===== src/rtl/div_pkg.sv =====
// Shared types and constants for the divider sequencer.
package div_pkg;

  localparam int unsigned WIDTH_MIN = 2;
  localparam int unsigned WIDTH_MAX = 64;

  typedef enum logic [2:0] {
    ST_IDLE,
    ST_LOAD,
    ST_ITER,
    ST_FIXUP,
    ST_SIGN,
    ST_DONE
  } state_t;

  // Bits needed to hold an iteration count of 0..w.
  function automatic int unsigned cnt_width(int unsigned w);
    return $clog2(w + 1);
  endfunction

endpackage


===== src/rtl/divider_sequencer_if.sv =====
// Control/status bundle between the divider sequencer and its datapath/host.
interface divider_sequencer_if import div_pkg::*; #(
  parameter int unsigned WIDTH = 32
) ();

  localparam int unsigned CW = cnt_width(WIDTH);

  logic          start;
  logic          abort;
  logic          signed_mode;
  logic          dividend_sign;
  logic          divisor_sign;
  logic          divisor_zero;
  logic          rem_msb;
  logic          alu_msb;
  logic          load;
  logic          add;
  logic          sub;
  logic          shift_quotient;
  logic          q_bit;
  logic          fix_remainder;
  logic          negate_quotient;
  logic          negate_remainder;
  logic          busy;
  logic          ready;
  logic          div_by_zero;
  logic [CW-1:0] count;

  modport master (
    output start, abort, signed_mode, dividend_sign, divisor_sign,
           divisor_zero, rem_msb, alu_msb,
    input  load, add, sub, shift_quotient, q_bit, fix_remainder,
           negate_quotient, negate_remainder, busy, ready, div_by_zero, count
  );

  modport slave (
    input  start, abort, signed_mode, dividend_sign, divisor_sign,
           divisor_zero, rem_msb, alu_msb,
    output load, add, sub, shift_quotient, q_bit, fix_remainder,
           negate_quotient, negate_remainder, busy, ready, div_by_zero, count
  );

endinterface


===== src/rtl/div_iter_counter.sv =====
// Iteration counter: clear has priority over increment; tc flags the last iteration.
module div_iter_counter import div_pkg::*; #(
  parameter  int unsigned WIDTH = 32,
  localparam int unsigned CW    = cnt_width(WIDTH)
) (
  input  logic          clock,
  input  logic          reset_n,
  input  logic          clear,
  input  logic          inc,
  output logic [CW-1:0] count,
  output logic          tc
);

  // Count register.
  always_ff @(posedge clock or negedge reset_n) begin
    if (!reset_n) begin
      count <= '0;
    end else if (clear) begin
      count <= '0;
    end else if (inc) begin
      count <= count + CW'(1);
    end
  end

  // High while the iteration that brings the count to WIDTH is running.
  assign tc = (count == CW'(WIDTH - 1));

endmodule


===== src/rtl/divider_sequencer.sv =====
// Control sequencer for a non-restoring WIDTH-bit divider with optional sign correction.
module divider_sequencer import div_pkg::*; #(
  parameter int unsigned WIDTH     = 32,
  parameter bit          SIGNED_EN = 1'b1
) (
  input  logic             clock,
  input  logic             reset_n,
  divider_sequencer_if.slave bus
);

  localparam int unsigned CW = cnt_width(WIDTH);

  if (WIDTH < WIDTH_MIN || WIDTH > WIDTH_MAX) begin : g_width_check
    $error("divider_sequencer: WIDTH out of range");
  end

  state_t        state;
  state_t        state_nxt;
  logic          cnt_clr_c;
  logic          cnt_inc_c;
  logic          cnt_tc;
  logic [CW-1:0] cnt;
  logic          sm_q;
  logic          ds_q;
  logic          vs_q;
  logic          dz_q;

  div_iter_counter #(.WIDTH(WIDTH)) u_cnt (
    .clock   (clock),
    .reset_n (reset_n),
    .clear   (cnt_clr_c),
    .inc     (cnt_inc_c),
    .count   (cnt),
    .tc      (cnt_tc)
  );

  assign bus.count = cnt;

  // State register.
  always_ff @(posedge clock or negedge reset_n) begin
    if (!reset_n) begin
      state <= ST_IDLE;
    end else begin
      state <= state_nxt;
    end
  end

  // Operand sign/mode and divide-by-zero captured while loading.
  always_ff @(posedge clock or negedge reset_n) begin
    if (!reset_n) begin
      sm_q <= 1'b0;
      ds_q <= 1'b0;
      vs_q <= 1'b0;
      dz_q <= 1'b0;
    end else if (state == ST_LOAD) begin
      sm_q <= bus.signed_mode;
      ds_q <= bus.dividend_sign;
      vs_q <= bus.divisor_sign;
      dz_q <= bus.divisor_zero;
    end
  end

  // Next-state and output decode; only add/sub/q_bit/fix_remainder look at datapath flags.
  always_comb begin
    state_nxt            = state;
    cnt_clr_c            = 1'b0;
    cnt_inc_c            = 1'b0;
    bus.load             = 1'b0;
    bus.add              = 1'b0;
    bus.sub              = 1'b0;
    bus.shift_quotient   = 1'b0;
    bus.q_bit            = 1'b0;
    bus.fix_remainder    = 1'b0;
    bus.negate_quotient  = 1'b0;
    bus.negate_remainder = 1'b0;
    bus.busy             = 1'b0;
    bus.ready            = 1'b0;
    bus.div_by_zero      = 1'b0;

    unique case (state)
      ST_IDLE: begin
        if (bus.start) begin
          state_nxt = ST_LOAD;
          cnt_clr_c = 1'b1;
        end
      end
      ST_LOAD: begin
        bus.load  = 1'b1;
        bus.busy  = 1'b1;
        state_nxt = bus.divisor_zero ? ST_DONE : ST_ITER;
      end
      ST_ITER: begin
        bus.busy           = 1'b1;
        bus.shift_quotient = 1'b1;
        bus.q_bit          = ~bus.alu_msb;
        cnt_inc_c          = 1'b1;
        // The first step always subtracts; later steps follow the remainder sign.
        if (cnt == '0) begin
          bus.sub = 1'b1;
        end else begin
          bus.sub = ~bus.rem_msb;
          bus.add = bus.rem_msb;
        end
        if (cnt_tc) begin
          state_nxt = ST_FIXUP;
        end
      end
      ST_FIXUP: begin
        bus.busy          = 1'b1;
        bus.fix_remainder = bus.rem_msb;
        state_nxt         = ST_SIGN;
      end
      ST_SIGN: begin
        bus.busy             = 1'b1;
        bus.negate_quotient  = SIGNED_EN & sm_q & (ds_q ^ vs_q);
        bus.negate_remainder = SIGNED_EN & sm_q & ds_q;
        state_nxt            = ST_DONE;
      end
      ST_DONE: begin
        bus.ready       = 1'b1;
        bus.div_by_zero = dz_q;
        if (bus.start) begin
          state_nxt = ST_LOAD;
          cnt_clr_c = 1'b1;
        end
      end
      default: begin
        state_nxt = ST_IDLE;
      end
    endcase

    // Abort overrides everything, including a simultaneous start.
    if (bus.abort) begin
      state_nxt = ST_IDLE;
      cnt_clr_c = 1'b1;
    end
  end

endmodule


===== src/flat_wrapper.sv =====
// flat-port wrapper written by rule: the top's interface ports become plain ports
module divider_sequencer_flat import div_pkg::*;
#(
  parameter int unsigned WIDTH     = 32,
  parameter bit          SIGNED_EN = 1'b1
)
  (clock, reset_n, bus_start, bus_abort, bus_signed_mode, bus_dividend_sign, bus_divisor_sign, bus_divisor_zero, bus_rem_msb, bus_alu_msb, bus_load, bus_add, bus_sub, bus_shift_quotient, bus_q_bit, bus_fix_remainder, bus_negate_quotient, bus_negate_remainder, bus_busy, bus_ready, bus_div_by_zero, bus_count);
  divider_sequencer_if #(.WIDTH(WIDTH)) bus_i ();
  input  logic clock;
  input  logic reset_n;
  input wire logic [$bits(bus_i.start)-1:0] bus_start;
  input wire logic [$bits(bus_i.abort)-1:0] bus_abort;
  input wire logic [$bits(bus_i.signed_mode)-1:0] bus_signed_mode;
  input wire logic [$bits(bus_i.dividend_sign)-1:0] bus_dividend_sign;
  input wire logic [$bits(bus_i.divisor_sign)-1:0] bus_divisor_sign;
  input wire logic [$bits(bus_i.divisor_zero)-1:0] bus_divisor_zero;
  input wire logic [$bits(bus_i.rem_msb)-1:0] bus_rem_msb;
  input wire logic [$bits(bus_i.alu_msb)-1:0] bus_alu_msb;
  output wire logic [$bits(bus_i.load)-1:0] bus_load;
  output wire logic [$bits(bus_i.add)-1:0] bus_add;
  output wire logic [$bits(bus_i.sub)-1:0] bus_sub;
  output wire logic [$bits(bus_i.shift_quotient)-1:0] bus_shift_quotient;
  output wire logic [$bits(bus_i.q_bit)-1:0] bus_q_bit;
  output wire logic [$bits(bus_i.fix_remainder)-1:0] bus_fix_remainder;
  output wire logic [$bits(bus_i.negate_quotient)-1:0] bus_negate_quotient;
  output wire logic [$bits(bus_i.negate_remainder)-1:0] bus_negate_remainder;
  output wire logic [$bits(bus_i.busy)-1:0] bus_busy;
  output wire logic [$bits(bus_i.ready)-1:0] bus_ready;
  output wire logic [$bits(bus_i.div_by_zero)-1:0] bus_div_by_zero;
  output wire logic [$bits(bus_i.count)-1:0] bus_count;
  assign bus_i.start = bus_start;
  assign bus_i.abort = bus_abort;
  assign bus_i.signed_mode = bus_signed_mode;
  assign bus_i.dividend_sign = bus_dividend_sign;
  assign bus_i.divisor_sign = bus_divisor_sign;
  assign bus_i.divisor_zero = bus_divisor_zero;
  assign bus_i.rem_msb = bus_rem_msb;
  assign bus_i.alu_msb = bus_alu_msb;
  assign bus_load = bus_i.load;
  assign bus_add = bus_i.add;
  assign bus_sub = bus_i.sub;
  assign bus_shift_quotient = bus_i.shift_quotient;
  assign bus_q_bit = bus_i.q_bit;
  assign bus_fix_remainder = bus_i.fix_remainder;
  assign bus_negate_quotient = bus_i.negate_quotient;
  assign bus_negate_remainder = bus_i.negate_remainder;
  assign bus_busy = bus_i.busy;
  assign bus_ready = bus_i.ready;
  assign bus_div_by_zero = bus_i.div_by_zero;
  assign bus_count = bus_i.count;
  divider_sequencer #(.WIDTH(WIDTH), .SIGNED_EN(SIGNED_EN)) u_core (.clock(clock), .reset_n(reset_n), .bus(bus_i));
endmodule

===== config.mk =====
export PLATFORM = sky130hd
export DESIGN_NAME = divider_sequencer_flat
export DESIGN_NICKNAME = d
export VERILOG_FILES = /design/src/rtl/div_pkg.sv /design/src/rtl/divider_sequencer_if.sv /design/src/rtl/div_iter_counter.sv /design/src/rtl/divider_sequencer.sv /design/src/flat_wrapper.sv
export SDC_FILE = /design/constraint.sdc
export NUM_CORES = 1
export LEC_CHECK = 0
export ABC_AREA = 0
export CAP_MARGIN = 10
export CORE_MARGIN = 10
export CORE_UTILIZATION = 45
export DETAILED_ROUTE_END_ITERATION = 8
export GPL_ROUTABILITY_DRIVEN = 0
export PLACE_DENSITY = 0.77
export SETUP_SLACK_MARGIN = 0.5
export SYNTH_ARGS = -nofsm -noshare
export SYNTH_HDL_FRONTEND = slang
export SYNTH_SLANG_ARGS = --single-unit

===== constraint.sdc =====
create_clock -name clock -period 3.39 [get_ports clock]
set_input_delay 0.5085 -clock clock [delete_from_list [all_inputs] [get_ports clock]]
set_output_delay 0.5085 -clock clock [all_outputs]
set_load 0.05 [all_outputs]

Word-level counts from Yosys, hierarchy flattened
Index checks and enable logic that the tools add are counted.
{"block": "totals", "ff_bits": 13, "in_bits": 10, "output_inout_bits": 17}
{"block": "op_classes", "n_eq_ne": 8, "mux": 23, "bitwise_logic": 5, "add_sub_neg": 1, "reduce_logical": 6}
{"op": "1-bit 2-to-1 mux", "count": 16}
{"op": "3-bit one-hot mux with 5 select lines", "count": 1}
{"op": "3-bit 2-to-1 mux", "count": 4}
{"op": "6-bit 2-to-1 mux", "count": 2}
{"op": "6-bit by 1-bit adder with 6-bit output, second input constant", "count": 1}
{"op": "3-bit by 2-bit == test with 1-bit output, second input constant", "count": 2}
{"op": "3-bit == test, second input constant", "count": 2}
{"op": "6-bit by 5-bit == test with 1-bit output, second input constant", "count": 1}
{"op": "6-bit zero test", "count": 1}
{"op": "4-bit OR reduction", "count": 1}
{"op": "3-bit by 1-bit == test with 1-bit output, second input constant", "count": 1}
{"op": "3-bit zero test", "count": 1}
{"op": "3-bit by 1-bit != test with 1-bit output, second input constant", "count": 1}
{"op": "3-bit by 2-bit != test with 1-bit output, second input constant", "count": 1}
{"op": "1-bit AND", "count": 2}
{"op": "1-bit inverter", "count": 2}
{"op": "2-bit AND reduction", "count": 1}
{"op": "2-bit nonzero test", "count": 1}
{"op": "2-bit OR reduction", "count": 1}
{"op": "1-bit XOR", "count": 1}

Longest topological paths before layout
{"block": "logic_depth", "word_depth": 5, "ltp_mapped": 6, "depth_no_buf": 5}

By module
Synthesis repeated with hierarchy kept, for this count alone.
{"block": "hier_totals", "hier_cells": 79, "area_unflattened_um2": 752.0}
{"mod": "divider_sequencer", "cells_per_inst": 52, "area_each_um2": 470.5, "instances": 1}
{"mod": "div_iter_counter", "cells_per_inst": 27, "area_each_um2": 281.5, "instances": 1}

Worst setup path after synthesis
OpenSTA, ideal clock, no wires.
{"block": "synth_timing", "kind": "register -> output", "start": "reg u_core.state[2]", "end": "out bus_div_by_zero", "setup_slack_ps": 442, "path_buffers": 1, "arrival_time_ps": 2440, "path_stages_with_launch": 4, "cell_sequence": "dfrtp_1 > clkbuf_1 > nor3b_1 > and2_1"}
{"block": "synth_via", "elab_chain_cells": 2}
{"element": "start: declaration", "line_no": "divider_sequencer.sv:17", "text": "state_t state;"}
{"element": "start signal: assignment", "line_no": "divider_sequencer.sv:44", "text": "state <= state_nxt;"}
{"element": "3-bit == test", "line_no": "divider_sequencer.sv:80", "text": "unique case (state)"}
{"element": "1-bit 2-to-1 mux", "line_no": "divider_sequencer.sv:80"}
{"element": "end: declaration", "line_no": "flat_wrapper.sv:29", "text": "output wire logic [$bits(bus_i.div_by_zero)-1:0] bus_div_by_zero;"}
No other way between the ends.

Worst setup path after layout
{"block": "layout_timing", "start": "reg u_core.state[2]", "end": "out bus_q_bit"}
{"block": "layout_via", "elab_chain_cells": 2}
{"element": "3-bit by 2-bit == test with 1-bit output", "line_no": "divider_sequencer.sv:80"}
{"element": "1-bit 2-to-1 mux", "line_no": "divider_sequencer.sv:80"}
{"element": "end: declaration", "line_no": "flat_wrapper.sv:23", "text": "output wire logic [$bits(bus_i.q_bit)-1:0] bus_q_bit;"}
No other way between the ends.

==> flow_summary.toml <==
[floorplanning]
placementRows = 14
initial_utilization = 0.4912
io_pins = 27
dieHeight_um = 61.25
dieArea_mm2 = 0.003752
core_area_mm2 = 0.001559
dieWidth_um = 61.25

[detailed_routing]
dr.pass1.iters = 4
drtIter0Drc = 21
routedWlPerCell_um = 14.94
routed_wl_um = 1883
drc = 0
via_per_inst = 5.405
num_vias = 681
postRouteAntennaNets = 0

[yosys]
synth_seq_cells = 13
avgSynthCellArea_um2 = 9.226
synth_commonest_cells = "dfrtp_1 (13), a21oi_1 (10), nand2_1 (7)"
ys_warn_count = 0
synth_ff_type = "dfrtp_1"
syn_nets = 95
synthCells = 83
synth_cell_types = 31
syn-cell-area_um2 = 765.7
synth-async-reset-ratio = 1.000
yosys.area.top_type = "dfrtp_1"
synth_top_area_share = 0.4248
ys_seq_area_frac = 0.4248
synth_edf_count = 0
synth.most_common_cell = "dfrtp_1"
synth_area_leaders = "dfrtp_1 (42%), a21oi_1 (6.5%), mux2_2 (5.9%)"

[pwr]
leakage_nw = 0.4170
vdd_ir_drop_max_v = 0.0003579
p_per_area_mw_per_mm2 = 425.0
p_total_uw = 445.6

[critical_path]
crit_buf_inv = 1
start_kind = "flip-flop"
slowest_stage = "clkdlybuf4s50_1"
cp-end-kind = "primary output"
crit_family = "buffers and inverters"
worst_ep_arrival_time_ns = 2.32
cp_max_fo = 12
cp_cell_sequence = "or3b_1 > nor2_1 > clkdlybuf4s50_1"
critPathKind = "reg2out"
cpPeakStageDelay_ns = 0.82
worst_ep_required_time_ns = 2.88

[cts]
cts_tree = "yes"
cts_setup_buffers = 0
htreeDepth = 1
clkSinkCount = 13
max-clock-path-buffers = 2
cts_made_buffers = 3
clkLatencyLatePin_ns = 0.28
clkTransAtPathRegs_ns = 0.08
cts-root-buf = "clkbuf_4"

[global_routing]
grt_antenna_before_repair = 0
grt_pass1_vias = 614
grt_pass1_wl_um = 2967
track_usage = 0.1023
grt_overflow = 0
grt_max_degree = 14

[timing]
tightest_slew_ns = 0.5969
fmax_mhz = 353.2
final-hold-violation-count = 0
rsz0062_at_grt = "false"
fin_tns_setup_ns = 0
period_minus_slack_ns = 2.831
setup_ws_ns = 0.5589
period_share = 0.8351
finClkSkew_ns = 0.002993
slew_viol_final = 0
finalSetupViolations = 0
slew_headroom = 0.6008

[cells_and_area]
fin_nets = 123
num_antenna_cells = 0
drive_gt1_frac = 0.1182
area_growth_pct = 36.93

[run]
maxCapViolCount = 0

[worst_hold_path]
hp-class = "reg2reg"

[run_status]
run_status = "finished clean"

[placement]
dp_hpwl_um = 1455
portBuffers = 26
pre_cts_slack_ns = 0.5747
## area by class of cell
cell class	count	area, µm²
tap	16	20.02
multi-input combinational	60	392.9
inverter	6	22.52
fill	119	510.5
timing repair buffer	27	261.5
sequential	13	325.3
clock buffer	4	26.28
## timing repair
item | CTS | global route
hold buffers | 0 | 0
gates resized for setup | 2 | 2
endpoints found under the setup margin | 2 | 1
## cells by family after synthesis
logic type	after synthesis	synth area share
DFF	13	0.4248
and+or+nand+nor	33	0.2484
muxes	4	0.05882
xor gates and xnor gates	3	0.03432
adders and majority gates	2	0.03267
buffers and inverters	10	0.06863
AOI/OAI and AO/OA	18	0.1324
## power breakdown
group / switching, mW / internal, mW
Sequential: 0.0191 / 0.178
Clock: 0.0561 / 0.0457
Combinational: 0.0812 / 0.0658
Total: 0.156 / 0.289
## sequential cells by signal (all words and copies together), names as in the netlist
signal,flops
u_core.ds_q,1
u_core.dz_q,1
u_core.sm_q,1
u_core.state,3
u_core.u_cnt.count,6
u_core.vs_q,1
## layer usage
layer,track usage,wire length (µm),up-vias,part of all wire
li1,-,-,342,-
met3,0.02469,108,2,0.057
met5,0,0,-,0
met2,0.1686,951,16,0.51
met4,0.02932,13,0,0.0069
met1,0.1292,809,321,0.43
## metrics by stage
step | std cells | util | hold slack, ns | area (µm²)
6_report | 126 | 0.6726 | 0.5046 | 1049
5_1_grt | 126 | 0.6726 | 0.5327 | 1049
4_1_cts | 126 | 0.6750 | 0.5120 | 1052
3_5_place_dp | 122 | 0.6597 | 0.4931 | 1028
3_3_place_gp | 122 | 0.6597 | 0.4809 | 1028
2_1_floorplan | 83 | - | 0.2129 | 770.7
## layout by cell type (no fill, tap or decap)
master,Yosys,layout
inv_2,1,1
and2_1,2,2
o21ai_0,3,3
nor4b_1,1,1
nor3_1,1,1
clkbuf_2,0,1
or3_1,4,4
clkbuf_4,0,3
clkbuf_1,2,1
xnor2_1,3,3
a21oi_1,10,10
a21o_1,1,1
clkdlybuf4s50_1,0,24
nand3_1,2,2
nor3b_1,2,1
buf_4,0,1
or4b_2,1,1
nor3b_2,0,1
nor2_1,6,6
dfrtp_1,13,13
nand2_1,7,7
nand4_1,1,1
nor3_2,1,1
o31ai_1,1,1
o21bai_1,1,1
or3b_1,1,1
or4_1,1,1
mux2_2,4,4
and4b_1,1,1
inv_1,5,5
dlygate4sd2_1,0,1
o31a_1,1,1
o21ai_1,1,1
or2_0,1,1
nor2b_1,1,1
ha_1,2,2
## final timing paths
| check | start | end | slack, ns | cells after the start |
|---|---|---|---|---|
| max | u_core.state[2] | bus_q_bit | 0.56 | 3 |
| min in group asynchronous | reset_n | u_core.u_cnt.count[1] | 0.60 | 1 |
| max in group asynchronous | reset_n | u_core.state[2] | 2.41 | 1 |
| min reg2reg | u_core.dz_q | u_core.dz_q | 0.50 | 1 |
| max reg2reg | u_core.state[2] | u_core.u_cnt.count[4] | 1.70 | 3 |
| min | u_core.dz_q | u_core.dz_q | 0.50 | 1 |
(Power assumes the default switching activity.)
